$ cat config.mk
export PLATFORM = sky130hd
export DESIGN_NAME = key_event_ctrl
export DESIGN_NICKNAME = d
export VERILOG_FILES = /design/src/rtl/key_event_ctrl.sv
export SDC_FILE = /design/constraint.sdc
export NUM_CORES = 1
export LEC_CHECK = 0
export BUFFER_PORTS_ARGS = -buffer_cell sky130_fd_sc_hd__buf_4
export CAP_MARGIN = 10
export CORE_MARGIN = 3
export CORE_UTILIZATION = 48
export DETAILED_ROUTE_END_ITERATION = 6
export GPL_TIMING_DRIVEN = 0
export PLACE_DENSITY_LB_ADDON = 0.2
export REMOVE_ABC_BUFFERS = 1
export SKIP_CTS_REPAIR_TIMING = 1
export SYNTH_ARGS = -nofsm -noshare
export SYNTH_HDL_FRONTEND = slang
export SYNTH_SLANG_ARGS = --single-unit
$ cat constraint.sdc
create_clock -name clk -period 4.71 [get_ports clk]
set_input_delay 0.2355 -clock clk [delete_from_list [all_inputs] [get_ports clk]]
set_output_delay 0.2355 -clock clk [all_outputs]
set_load 0.02 [all_outputs]
$ cat src/rtl/key_event_ctrl.sv
// key_event_ctrl: turns debounced key levels into press/release/long/repeat events and
// serializes them through a round-robin arbiter. Define KEY_REPEAT_EN to enable auto-repeat.
module key_event_ctrl #(
  parameter int NUM_KEYS   = 4,
  parameter int KEY_W      = 2,
  parameter int LONG_CNT   = 50_000_000,
  parameter int REPEAT_CNT = 10_000_000
) (
  input  logic                clk,
  input  logic                rst,
  input  logic [NUM_KEYS-1:0] key_state,
  output logic                evt_valid,
  input  logic                evt_ready,
  output logic [KEY_W-1:0]    evt_key,
  output logic [1:0]          evt_type,
  output logic                overflow
);

  localparam logic [1:0]  T_PRESS   = 2'b00;
  localparam logic [1:0]  T_RELEASE = 2'b01;
  localparam logic [1:0]  T_LONG    = 2'b10;
  localparam logic [1:0]  T_REPEAT  = 2'b11;
  localparam logic [31:0] LONG_LAST = 32'(LONG_CNT - 1);
  localparam logic [31:0] REP_LAST  = 32'(REPEAT_CNT - 1);
`ifdef KEY_REPEAT_EN
  localparam bit REP_EN = 1'b1;
`else
  localparam bit REP_EN = 1'b0;
`endif

  logic [NUM_KEYS-1:0]       key_prev, phase, phase_nxt;
  logic [NUM_KEYS-1:0]       pend_v, pend_v_nxt, new_v, drop, granted;
  logic [NUM_KEYS-1:0][1:0]  pend_t, pend_t_nxt, new_t;
  logic [NUM_KEYS-1:0][31:0] cnt, cnt_nxt;
  logic [KEY_W-1:0]          ptr, grant_idx;
  logic [1:0]                grant_type;
  logic                      grant_found, loadable;
  int                        best;

  // Round-robin: the pending slot closest after ptr (distance 0 = ptr+1) wins.
  always_comb begin
    grant_found = 1'b0;
    grant_idx   = '0;
    grant_type  = T_PRESS;
    best        = NUM_KEYS;
    for (int i = 0; i < NUM_KEYS; i++) begin
      if (pend_v[i] && ((i + NUM_KEYS - 1 - int'(ptr)) % NUM_KEYS) < best) begin
        best        = (i + NUM_KEYS - 1 - int'(ptr)) % NUM_KEYS;
        grant_found = 1'b1;
        grant_idx   = KEY_W'(i);
        grant_type  = pend_t[i];
      end
    end
    loadable = !evt_valid || evt_ready;
    granted  = '0;
    for (int i = 0; i < NUM_KEYS; i++)
      granted[i] = grant_found && loadable && (grant_idx == KEY_W'(i));
  end

  always_comb begin
    new_v      = '0;
    new_t      = '0;
    cnt_nxt    = cnt;
    phase_nxt  = phase;
    pend_v_nxt = pend_v & ~granted;
    pend_t_nxt = pend_t;
    drop       = '0;
    for (int i = 0; i < NUM_KEYS; i++) begin
      if (key_state[i] && !key_prev[i]) begin
        new_v[i] = 1'b1; new_t[i] = T_PRESS;
        cnt_nxt[i] = '0; phase_nxt[i] = 1'b0;
      end else if (!key_state[i] && key_prev[i]) begin
        new_v[i] = 1'b1; new_t[i] = T_RELEASE;
        cnt_nxt[i] = '0; phase_nxt[i] = 1'b0;
      end else if (key_state[i]) begin
        if (!phase[i] && cnt[i] == LONG_LAST) begin
          new_v[i] = 1'b1; new_t[i] = T_LONG;
          cnt_nxt[i] = '0; phase_nxt[i] = 1'b1;
        end else if (phase[i] && REP_EN && cnt[i] == REP_LAST) begin
          new_v[i] = 1'b1; new_t[i] = T_REPEAT;
          cnt_nxt[i] = '0;
        end else if ((!phase[i] || REP_EN) && cnt[i] != '1) begin
          cnt_nxt[i] = cnt[i] + 32'd1;
        end
      end

      // A release cancels a queued long/repeat, and annihilates an unsent press.
      if (new_v[i]) begin
        if (!pend_v_nxt[i]) begin
          pend_v_nxt[i] = 1'b1;
          pend_t_nxt[i] = new_t[i];
        end else begin
          drop[i] = 1'b1;
          if (new_t[i] == T_RELEASE && pend_t[i][1])
            pend_t_nxt[i] = T_RELEASE;
          else if (new_t[i] == T_RELEASE && pend_t[i] == T_PRESS)
            pend_v_nxt[i] = 1'b0;
        end
      end
    end
  end

  always_ff @(posedge clk) begin
    if (rst) begin
      key_prev  <= '0;
      cnt       <= '0;
      phase     <= '0;
      pend_v    <= '0;
      pend_t    <= '0;
      ptr       <= KEY_W'(NUM_KEYS - 1);
      evt_valid <= 1'b0;
      evt_key   <= '0;
      evt_type  <= T_PRESS;
      overflow  <= 1'b0;
    end else begin
      key_prev <= key_state;
      cnt      <= cnt_nxt;
      phase    <= phase_nxt;
      pend_v   <= pend_v_nxt;
      pend_t   <= pend_t_nxt;
      overflow <= |drop;
      if (loadable) begin
        if (grant_found) begin
          evt_valid <= 1'b1;
          evt_key   <= grant_idx;
          evt_type  <= grant_type;
          ptr       <= grant_idx;
        end else begin
          evt_valid <= 1'b0;
        end
      end
    end
  end

endmodule
## After elaboration in Yosys (flattened, before gate mapping)

Index checks and enable logic that the tools add are counted.

| storage, ports and cells | value |
|---|---|
| register bits | 156 |
| bits of input ports | 7 |
| output and inout port bits | 6 |
| word-level logic and storage cells | 221 |

| operators by class | value |
|---|---|
| add/sub/neg operators | 8 |
| order comparisons | 4 |
| equal/unequal tests | 19 |
| mux-type cells | 87 |
| bitwise logic cells | 6 |
| reductions and logical operators | 78 |

Operators by type and width:

| kind | number |
|---|---|
| $mux W32 | 11 |
| $add A32 B1 Y32 const B | 4 |
| $eq A32 B26 Y1 const B | 4 |
| $ne A32 B32 Y1 const B | 4 |
| $lt A3 B32 Y1 | 3 |
| $mux W2 | 30 |
| $mux W1 | 46 |
| $logic_and A1 B1 Y1 | 33 |
| $reduce_and A2 Y1 | 13 |
| $logic_not A1 Y1 | 13 |
| $reduce_or A3 Y1 | 4 |
| $sub A3 B2 Y4 const A | 3 |
| $eq A2 B1 Y1 const B | 5 |
| $logic_not A2 Y1 | 5 |
| $ne A2 B1 Y1 const B | 4 |
| $reduce_bool A2 Y1 | 4 |
| $reduce_or A2 Y1 | 4 |
| $and A1 B1 Y1 | 4 |
| $and A4 B4 Y4 | 1 |
| $eq A2 B2 Y1 const B | 2 |
| $lt A3 B4 Y1 const B | 1 |
| $not A4 Y4 | 1 |
| $reduce_or A4 Y1 | 1 |
| $sub A2 B2 Y3 const A | 1 |
| $logic_or A1 B1 Y1 | 1 |

## Depth between registers and ports, before layout

Gate-level depths: netlist (run 1).

| depth | value |
|---|---|
| depth after elaboration | 22 |
| gate-level depth with buffers | 18 |
| mapped depth without buffers | 18 |

## Worst setup path after synthesis (run 1)

OpenSTA, ideal clock, no wires.

| timing path | value |
|---|---|
| kind | flip-flop to flip-flop |
| from | register ptr[0] |
| to | register overflow |
| setup time | 81 ps |
| data arrival time | 4,297 ps |
| data required time | 4,629 ps |
| slack | 332 ps |
| cell stages (with the launch flop) | 18 |
| buffers on the path | 1 |
| period minus slack after synthesis | 4,378 ps |
| cell sequence | dfxtp_1 -> buf_2 -> xor2_1 -> ha_1 -> a21o_1 -> a21oi_1 -> nor2_1 -> a21oi_1 -> ha_1 -> and4b_1 -> a22oi_1 -> mux2_2 -> ha_1 -> a211o_1 -> o2111a_1 -> a21bo_2 -> or2_2 -> a41oi_1 |

| between the ends | value |
|---|---|
| longest elaborated chain between the ends | 22 |
| elaborated cells on any way between the ends | 50 |
| classes of those cells | add/sub: 4; order compare: 4; eq/ne: 3; mux: 18; bitwise: 6; reduce/logical: 15 |

Ends and longest elaborated chain:

| what | RTL line | text |
|---|---|---|
| start: declaration | 35 | `logic [KEY_W-1:0] ptr, grant_idx;` |
| start signal: assignment | 110 | `ptr <= KEY_W'(NUM_KEYS - 1);` |
| start signal: assignment | 127 | `ptr <= grant_idx;` |
| $sub A2 B2 Y3 | 47, 48 |  |
| $reduce_or A2 Y1 (no line) | -- |  |
| $and A1 B1 Y1 (no line) | -- |  |
| $lt A3 B4 Y1 | 47 | `if (pend_v[i] && ((i + NUM_KEYS - 1 - int'(ptr)) % NUM_KEYS) < best) begin` |
| $logic_and A1 B1 Y1 | 47 |  |
| $mux W32 | 47 |  |
| $lt A3 B32 Y1 | 47 |  |
| $logic_and A1 B1 Y1 | 47 |  |
| (+6 left out) | -- |  |
| $mux W2 or $mux W1 (tied branches) | 47 |  |
| $eq A2 B1 Y1 (tied with other cells) | 57 | `granted[i] = grant_found && loadable && (grant_idx == KEY_W'(i));` |
| $logic_and A1 B1 Y1 | 57 |  |
| $not A4 Y4 (*) | 65 | `pend_v_nxt = pend_v & ~granted;` |
| $and A4 B4 Y4 (*) | 65 |  |
| $mux W1 | 89 | `if (!pend_v_nxt[i]) begin` |
| $mux W1 | 88 | `if (new_v[i]) begin` |
| $reduce_or A4 Y1 (*) | 121 | `overflow <= \|drop;` |
| end signal: assignment | 121 |  |
| end: declaration | 16 | `output logic overflow` |

Mark *: on every way between the ends. The rest lies on a longest branch, timed or not.
A chain may end at the register's enable or synchronous reset.

## Worst setup path in the final report (run 1)

Same ends and word-level chain as after synthesis.

==> out/metrics.cfg, run 1 <==
[placement]
port_buffers=12
dp_cells=1169
dp.final_hpwl_um=11200
routabilityCongestion=0.8132

[routing]
initialDrtViolationCount=466
dr.pass1.iters=5
drc=0
num_vias=6701
drtAntennaViolNets=0
wl_um=16370
vias_per_cell=5.575
wl_per_cell_um=13.62

[grt]
grt_max_degree=32
grt_overflow_total=0
grt_antenna_before_repair=0
grt_use_total_pct=18.64
grt_pass1_vias=6067
grt_first_pass_wirelength_um=28520

[power]
pwr-share-seq_pct=45.4
combPwrFrac_pct=11.1
p_int_w=0.002276
p_switching_w=0.0007823
leakage_nw=2.865
pwr-share-clk_pct=43.4
power.density_nw_per_um2=347.0
switching_share_pct=25.58
vdd_drop_max_mv=0.2969

[cells_and_area]
nNetsFinal=988
final_common_cell=dfxtp_1
syn_to_final_growth_pct=10.03
layout.cells.non_filler=1202
drive_gt1_share_pct=7.606
final_cell_mix=154 x dfxtp_1, 153 x nor2_1, 66 x nand2_1
fillers=1524
n_antenna_cell=0

[die]
fp.dieH_um=135.2
core_um2=16120
dieArea_um2=18280
start_util_pct=49.71
ios=13
die_x_um=135.2
row_count=46

[timing]
fmax_mhz=228.1
final_hold_viol_count=0
rsz0062_at_grt=false
worst_pin_slew_ns=1.180
relSlewSlack_pct=21.30
clock_skew_ns=0.007770
period_share_pct=93.09
min_period_ns=4.385
slew_viol_final=0
finalSetupTns_ns=0
finalSetupViolations=0

[logic_synthesis]
yosysSeqAreaShare_pct=38.98
synth_ff_type=dfxtp_1
async_flop_share_pct=0
synth_area_um2=8011
synth_top_area_cell=dfxtp_1
ys_top_cells_by_area=dfxtp_1 39%, nor2_1 7.2%, xnor2_1 5.6%, xor2_1 5.6%, nand4_1 3.4%
yosys.area.top_type_share_pct=38.98
synth-seq-cells=156
syn_area_per_cell_um2=8.217
yosysWarnings=0
synth.distinct_cells=70
synth_edf_count=0
syn_inst=975

[worst_setup_path]
crit_arrival_ns=4.73
cp.required_ns=5.06
cp-start-kind=flop
cp-end-kind=flop
crit_type=flop to flop
cp_max_fo=8

[cts]
cts_buffers=17
ctsRootBufferMaster=clkbuf_16
cts_tree=done
cts.clk_slew.worst_paths_ns=0.06
htreeDepth=4
cts_sinks=156
clockBufferDepth=2
insertion_delay_ns=0.43

[flow_run]
drv_cap=0

[run_status]
outcome=finished, final reports clean

[hold_path]
holdCritPathClass=primary input to flop

-- through the flow --
stage                     cell area (um2)  setup slack (ns)  hold WS [ns]  util [%]  total power [W]
after floorplan                      7840            0.3408        0.3022         -         0.001650
after global placement               8200           -0.1124        0.4716     50.89         0.001743
after detailed placement             8214           -0.1407        0.4817     50.97         0.001745
after CTS                            8781           -0.1843       0.08773     54.49         0.003079
after global routing                 8815           0.06922        0.1238     54.70         0.003197
final                                8815            0.3254        0.1081     54.70         0.003059
-- power by group through the flow --
stage | registers [W] | clock network, W | logic (W)
2_1_floorplan | 0.00142 | 0 | 0.000230
5_1_grt | 0.00139 | 0.00142 | 0.000384
3_5_place_dp | 0.00142 | 0 | 0.000329
4_1_cts | 0.00139 | 0.00136 | 0.000331
3_3_place_gp | 0.00142 | 0 | 0.000327
6_report | 0.00139 | 0.00133 | 0.000341
-- layer usage --
layer  global-route usage [%]  up-vias  wire length [um]
li1                         -     3487                 -
met1                    26.29     3113              8445
met5                        0        -                 0
met4                    6.047        0               214
met2                    28.82       85              7214
met3                    3.640       16               496
-- cells in the mapped netlist, types with 6 or more instances --
library cell  count
and4_1           18
a21oi_1          38
and2_1           12
xnor2_1          51
nor3_1           34
buf_2            17
inv_1            23
nor2_1          153
nor4_1           25
clkbuf_1         15
and3_1           24
nand2_1          66
nor2b_1          11
a211oi_1          8
nand4_1          43
nor4b_1          12
ha_1              7
nand3_1          53
dfxtp_1         156
mux2i_1           7
or3_1            22
or4_1            10
nand2b_1         14
xor2_1           51
or2_2             6
a21o_1            9
o21ai_0          21
-- cell families after synthesis --
group	count (synthesis)	synth area share [%]
AND/OR/NAND/NOR	521	34.30
flip-flops	156	38.98
AO/OA/AOI/OAI	122	10.10
XOR/XNOR	102	11.15
buffers and inverters	58	3.217
multiplexers	9	1.156
adder cells (fa/ha/maj)	7	1.093
-- path summary, 6_finish.rpt --
check	startpoint	endpoint	slack, ns	depth (start not counted)
hold reg to reg	pend_t[0]$_SDFFE_PP0P_	pend_t[0]$_SDFFE_PP0P_	0.49	2
setup reg to reg	ptr[0]$_SDFFE_PP1P_	overflow$_SDFF_PP0_	0.33	16
setup / recovery	ptr[0]$_SDFFE_PP1P_	overflow$_SDFF_PP0_	0.33	16
hold / removal	key_state[3]	key_prev[3]$_SDFF_PP0_	0.11	2
-- critical path: stages, from the launching register on --
cell and delay [ns]:
dfxtp_2 0.43, xor2_2 0.20, ha_1 0.27, a21o_1 0.21
a21oi_2 0.24, nor2_1 0.07, a21oi_1 0.18, ha_1 0.19
and4b_1 0.20, a22oi_2 0.26, mux2_2 0.38, ha_1 0.33
a211o_1 0.30, o2111a_1 0.31, a21bo_2 0.27, or2_2 0.30
a41oi_1 0.16
-- area by class of cell --
class | count | area (um2) | share of cell area, %
tap | 216 | 270.3 | 3.066
timing repair buffer | 15 | 112.6 | 1.278
inverter | 23 | 86.33 | 0.9794
clock buffer | 19 | 442.9 | 5.025
multi-input combinational | 761 | 4653 | 52.79
sequential | 156 | 3126 | 35.46
clock inverter | 12 | 123.9 | 1.405
-- registers in the layout, indices dropped and copies added (netlist names) --
name,count
cnt,128
pend_t,8
key_prev,4
pend_v,4
phase,4
evt_key,2
evt_type,2
ptr,2
evt_valid,1
overflow,1
No activity file was read; power rests on OpenSTA's default activity.
==> run 2, diff against run 1 <==
Settings changed: BUFFER_PORTS_ARGS -buffer_cell sky130_fd_sc_hd__buf_4 to -buffer_cell sky130_fd_sc_hd__buf_2, CTS_CLUSTER_DIAMETER set to 150.
==> run 2 against run 1 <==
Sequential share of layout area about the same. Critical endpoint unchanged. Register-to-register slack worse by 0.08 ns. Sequential power about the same. Largest cell class unchanged. Combinational power hardly changed. Clock power up 5%. Flip-flop and latch count stayed put. Critical path depth is the same. Setup slack worse by 0.080 ns. Global-route usage is 0.22 points higher. Die area is the same. Worst hold slack improved by 0.026 ns.
==> out/metrics.cfg, run 2 (synthesis results as in run 1) <==
[die]
fp.dieH_um=135.2  ; unchanged
ios=13  ; unchanged
core_um2=16120  ; unchanged
start_util_pct=49.71  ; unchanged
dieArea_um2=18280  ; unchanged
die_x_um=135.2  ; unchanged
row_count=46  ; unchanged

[grt]
grt_pass1_vias=6100  ; +0.54%
grt_use_total_pct=18.86  ; +0.22 points
grt_first_pass_wirelength_um=28900  ; +1.3%
grt_max_degree=32  ; unchanged
grt_antenna_before_repair=0  ; unchanged
grt_overflow_total=0  ; unchanged

[cts]
cts_sinks=156  ; unchanged
cts_buffers=17  ; unchanged
clockBufferDepth=2  ; unchanged
insertion_delay_ns=0.43  ; about the same
cts_tree=done
ctsRootBufferMaster=clkbuf_16
htreeDepth=4  ; unchanged
cts.clk_slew.worst_paths_ns=0.06  ; about the same

[placement]
port_buffers=12  ; unchanged
dp_cells=1169  ; unchanged
pre_cts_ws_ns=-0.1928  ; -0.05211 ns
dp.final_hpwl_um=11120  ; -0.77%
routabilityCongestion=0.8312  ; +2.2%

[timing]
final_hold_viol_count=0  ; unchanged
slew_viol_final=0  ; unchanged
finalSetupViolations=0  ; unchanged
clock_skew_ns=0.01069  ; +0.002922 ns
hold_ws_ns=0.1342  ; +0.02603 ns
finalSetupTns_ns=0  ; unchanged
layout_setup_ws_ns=0.2457  ; -0.07965 ns
worst_pin_slew_ns=1.185  ; +0.004726 ns
fmax_mhz=224.0  ; -1.8%
relSlewSlack_pct=20.99  ; -0.32 points
period_share_pct=94.78  ; +1.7 points
min_period_ns=4.464  ; +0.07965 ns

[cells_and_area]
reg_top3=cnt (128), pend_t (8)
layout.cells.non_filler=1202  ; unchanged
largest_reg_flops=128  ; unchanged
nNetsFinal=987  ; -0.10%
regMostFlops=cnt
final_common_cell=dfxtp_1
n_antenna_cell=0  ; unchanged
seq_area_um2=3126  ; unchanged
multi_input_area_um2=4653  ; unchanged
final_cell_mix=154 x dfxtp_1, 153 x nor2_1, 66 x nand2_1
drive_gt1_share_pct=7.505  ; -0.10 points
fillers=1538  ; +0.92%
syn_to_final_growth_pct=10.01  ; about the same

[worst_setup_path]
crit_top_cell=ha_1
crit_arrival_ns=4.81  ; +0.08 ns
slowest_stage=dfxtp_1
cp.required_ns=5.06  ; about the same
cp_max_fo=6  ; -2
cp-start-kind=flop
path_cells=xor2_2 > ha_1 > a21o_1 > a21oi_2 > nor2_1 > a21oi_1 > ha_1 > and4b_1 > a22oi_2 > mux2_2 > ha_1 > a211o_1 > o2111a_1 > a21bo_2 > or2_2 > a41oi_1
slowest_delay_ns=0.43  ; about the same
crit_type=flop to flop
cp-end-kind=flop

[routing]
dr.pass1.iters=5  ; unchanged
num_vias=6764  ; +0.94%
wl_per_cell_um=13.71  ; +0.64%
drc=0  ; unchanged
wl_um=16480  ; +0.64%
drtAntennaViolNets=0  ; unchanged
vias_per_cell=5.627  ; +0.94%
initialDrtViolationCount=450  ; -3.4%

[power]
power.density_nw_per_um2=355.1  ; +2.3%
power_w=0.003130  ; +2.3%
leakage_nw=2.876  ; +0.38%
vdd_drop_max_mv=0.2842  ; -4.3%

[flow_run]
drv_cap=0  ; unchanged

[run_status]
outcome=finished, final reports clean

[hold_path]
holdCritPathClass=primary input to flop

## run 2: cell type report
| class | count | share of cell area (%) |
|---|---|---|
| clock buffers | 21 | 5.224 |
| flip-flops and latches | 156 | 35.46 |
| inverters | 23 | 0.9796 |
| clock inverters | 11 | 1.618 |
| repair buffers | 14 | 0.8518 |
| multi-input cells | 761 | 52.80 |
| well taps | 216 | 3.066 |
## run 2: power by group
group | leakage, nW | internal (W) | total, W | switching (W)
Combinational | 1.32 | 0.000129 | 0.000338 | 0.000209
Clock | 0.293 | 0.000859 | 0.00140 | 0.000544
Sequential | 1.26 | 0.00135 | 0.00139 | 0.0000370
## run 2: per-layer routing
layer / global-route usage (%) / part of all wire [%]
met5: 0 / 0
met4: 5.431 / 1.2
met3: 4.272 / 3.2
met2: 28.21 / 44
met1: 27.33 / 52
## run 2: metrics by stage
stage,area [um2],utilization (%)
global placement,8170,50.70
CTS,8787,54.53
global route,8813,54.69
finish,8813,54.69
floorplan,7840,-
detailed placement,8184,50.78
## run 2: critical path: cells and delay by family, from the launching register on
family / cells / cell delay [ns]
simple gates: 3 / 0.56
xor+xnor: 1 / 0.23
compound gates: 8 / 1.95
mux: 1 / 0.39
fa+ha+maj: 3 / 0.82
flops: 1 / 0.43
## run 2: worst paths after layout
| path | startpoint | slack, ns | to | depth (start not counted) |
|---|---|---|---|---|
| setup / recovery | ptr[1]$_SDFFE_PP1P_ | 0.25 | overflow$_SDFF_PP0_ | 16 |
| hold / removal | key_state[2] | 0.13 | phase[2]$_SDFFE_PP0P_ | 3 |
| setup reg to reg | ptr[1]$_SDFFE_PP1P_ | 0.25 | overflow$_SDFF_PP0_ | 16 |
| hold reg to reg | pend_t[2]$_SDFFE_PP0P_ | 0.49 | pend_t[2]$_SDFFE_PP0P_ | 2 |
==> run 3, diff against run 2 <==
Settings changed: CELL_PAD_IN_SITES_DETAIL_PLACEMENT set to 1, CELL_PAD_IN_SITES_GLOBAL_PLACEMENT set to 2, CORE_UTILIZATION 48 to 35.
==> run 3 against run 2 <==
Setup slack improved by 0.093 ns. Cell count grew 5.7%. Critical endpoint unchanged. Worst hold slack better by 0.0035 ns. Clock-buffer cell count is 3 lower. Flip-flop and latch count unchanged. Power down 0.88%. Maximum frequency rose by 2.1%.
==> out/metrics.cfg, run 3 (synthesis results as in run 1) <==
[grt]
grt_overflow_total=0  ; unchanged
grt_pass1_vias=6773  ; +11%
grt_max_degree=32  ; unchanged
grt_antenna_before_repair=0  ; unchanged
grt_first_pass_wirelength_um=34040  ; +18%
grt_use_total_pct=16.68  ; -2.2 points

[cts]
cts_sinks=156  ; unchanged
cts_tree=done
ctsRootBufferMaster=clkbuf_16
htreeDepth=4  ; unchanged
insertion_delay_ns=0.43  ; about the same
cts_buffers=17  ; unchanged
cts.clk_slew.worst_paths_ns=0.07  ; about the same
clockBufferDepth=2  ; unchanged

[cells_and_area]
regMostFlops=cnt
reg_top3=cnt (128), pend_t (8)
drive_gt1_share_pct=7.980  ; +0.47 points
final_common_cell=dfxtp_1
fillers=2654  ; +73%
n_antenna_cell=0  ; unchanged
final_cell_mix=154 x dfxtp_1, 153 x nor2_1, 66 x nand2_1
largest_reg_flops=128  ; unchanged
syn_to_final_growth_pct=11.23
nNetsFinal=991  ; +0.41%

[worst_setup_path]
r2r-start=ptr[0]$_SDFFE_PP1P_
r2r_slack_ns=0.34  ; +0.09 ns
crit_arrival_ns=4.72  ; -0.09 ns
cp-end-kind=flop
cp_max_fo=8  ; +2
r2r_cells=16  ; unchanged
rr_endpoint=overflow$_SDFF_PP0_
cp.required_ns=5.06  ; about the same
crit_type=flop to flop
cp-start-kind=flop

[timing]
min_period_ns=4.371  ; -0.09321 ns
finalSetupViolations=0  ; unchanged
final_hold_viol_count=0  ; unchanged
clock_skew_ns=0.01143  ; +0.0007353 ns
slew_viol_final=0  ; unchanged
layout_setup_ws_ns=0.3390  ; +0.09321 ns
period_share_pct=92.80  ; -2.0 points
hold_ws_ns=0.1377  ; +0.003496 ns
finalSetupTns_ns=0  ; unchanged
rsz0062_at_grt=false
worst_pin_slew_ns=1.193  ; +0.007826 ns
fmax_mhz=228.8  ; +2.1%
relSlewSlack_pct=20.46  ; -0.52 points

[hold_path]
min_to=phase[2]$_SDFFE_PP0P_
holdCritPathClass=primary input to flop
min_from=key_state[2]
holdPathStages=3  ; unchanged

[routing]
num_vias=6887  ; +1.8%
wl_per_cell_um=15.66  ; +14%
initialDrtViolationCount=335  ; -26%
dr.pass1.iters=4  ; -1
drtAntennaViolNets=0  ; unchanged
drc=0  ; unchanged
wl_um=19880  ; +21%
vias_per_cell=5.423  ; -3.6%

[power]
leakage_nw=2.887  ; +0.36%
power.density_nw_per_um2=348.1  ; -2.0%
vdd_drop_max_mv=0.1467  ; -48%

[die]
start_util_pct=36.15  ; -14 points
ios=13  ; unchanged
row_count=54  ; +17%
core_um2=22160  ; +38%
dieArea_um2=24740  ; +35%
die_x_um=157.3  ; +16%
fp.dieH_um=157.3  ; +16%

[placement]
pre_cts_ws_ns=-0.2815  ; -0.08861 ns
routabilityCongestion=0.7476  ; -10%
port_buffers=12  ; unchanged
dp.final_hpwl_um=13630  ; +23%

[run_status]
outcome=finished, final reports clean

[flow_run]
drv_cap=0  ; unchanged

[run 3: stage by stage]
step / instances / power, W / util [%] / cell area, um2
2_1_floorplan: 940 / 0.001650 / - / 7840
3_3_place_gp: 1232 / 0.001749 / 37.23 / 8250
3_5_place_dp: 1234 / 0.001754 / 37.33 / 8272
4_1_cts: 1266 / 0.003128 / 39.87 / 8835
5_1_grt: 1270 / 0.003258 / 40.21 / 8911
6_report: 1270 / 0.003102 / 40.21 / 8911
[run 3: how the worst max path moves through the flow]
stage / startpoint / slack, ns / cells after the start / endpoint
4_1_cts: ptr[0]$_SDFFE_PP1P_ / -0.29 / 16 / overflow$_SDFF_PP0_
3_3_place_gp: ptr[0]$_SDFFE_PP1P_ / -0.20 / 16 / overflow$_SDFF_PP0_
5_1_grt: ptr[1]$_SDFFE_PP1P_ / 0.03 / 16 / pend_t[0]$_SDFFE_PP0P_
2_1_floorplan: ptr[0]$_SDFFE_PP1P_ / 0.34 / 16 / overflow$_SDFF_PP0_
6_report: ptr[0]$_SDFFE_PP1P_ / 0.34 / 16 / overflow$_SDFF_PP0_
3_5_place_dp: ptr[0]$_SDFFE_PP1P_ / -0.28 / 16 / overflow$_SDFF_PP0_
[run 3: where the power goes]
part | switching, W | total, W | internal, W
sequential | 0.0000375 | 0.00139 | 0.00135
clock | 0.000622 | 0.00136 | 0.000738
combinational | 0.000219 | 0.000355 | 0.000136
total | 0.000878 | 0.00310 | 0.00222
[run 3: final cells by class]
cell class                      instances  area [um2]  area share (%)
Multi-Input combinational cell        761        4653           52.22
Sequential cell                       156        3126           35.07
Clock buffer                           18       429.2           4.816
Tap cell                              280       350.3           3.931
Clock inverter                         14       133.9           1.502
Timing Repair Buffer                   18       132.6           1.488
Inverter                               23       86.33          0.9688
[run 3: layer usage]
metal	vias to the layer above	global-route usage, %	routed length [um]
met2	39	25.63	8721
met3	19	3.327	390
li1	3494	-	-
met4	0	4.669	218
met5	-	0	0
met1	3335	23.83	10560
[run 3: worst max-delay path, cell delays in order (launching register included)]
cell      delay, ns
dfxtp_2        0.43
xor2_2         0.20
ha_1           0.27
a21o_1         0.22
a21oi_2        0.25
nor2_1         0.07
a21oi_1        0.16
ha_1           0.18
and4b_1        0.20
a22oi_2        0.20
mux2_2         0.37
ha_1           0.34
a211o_1        0.31
o2111a_1       0.33
a21bo_2        0.28
or2_2          0.30
a41oi_1        0.16
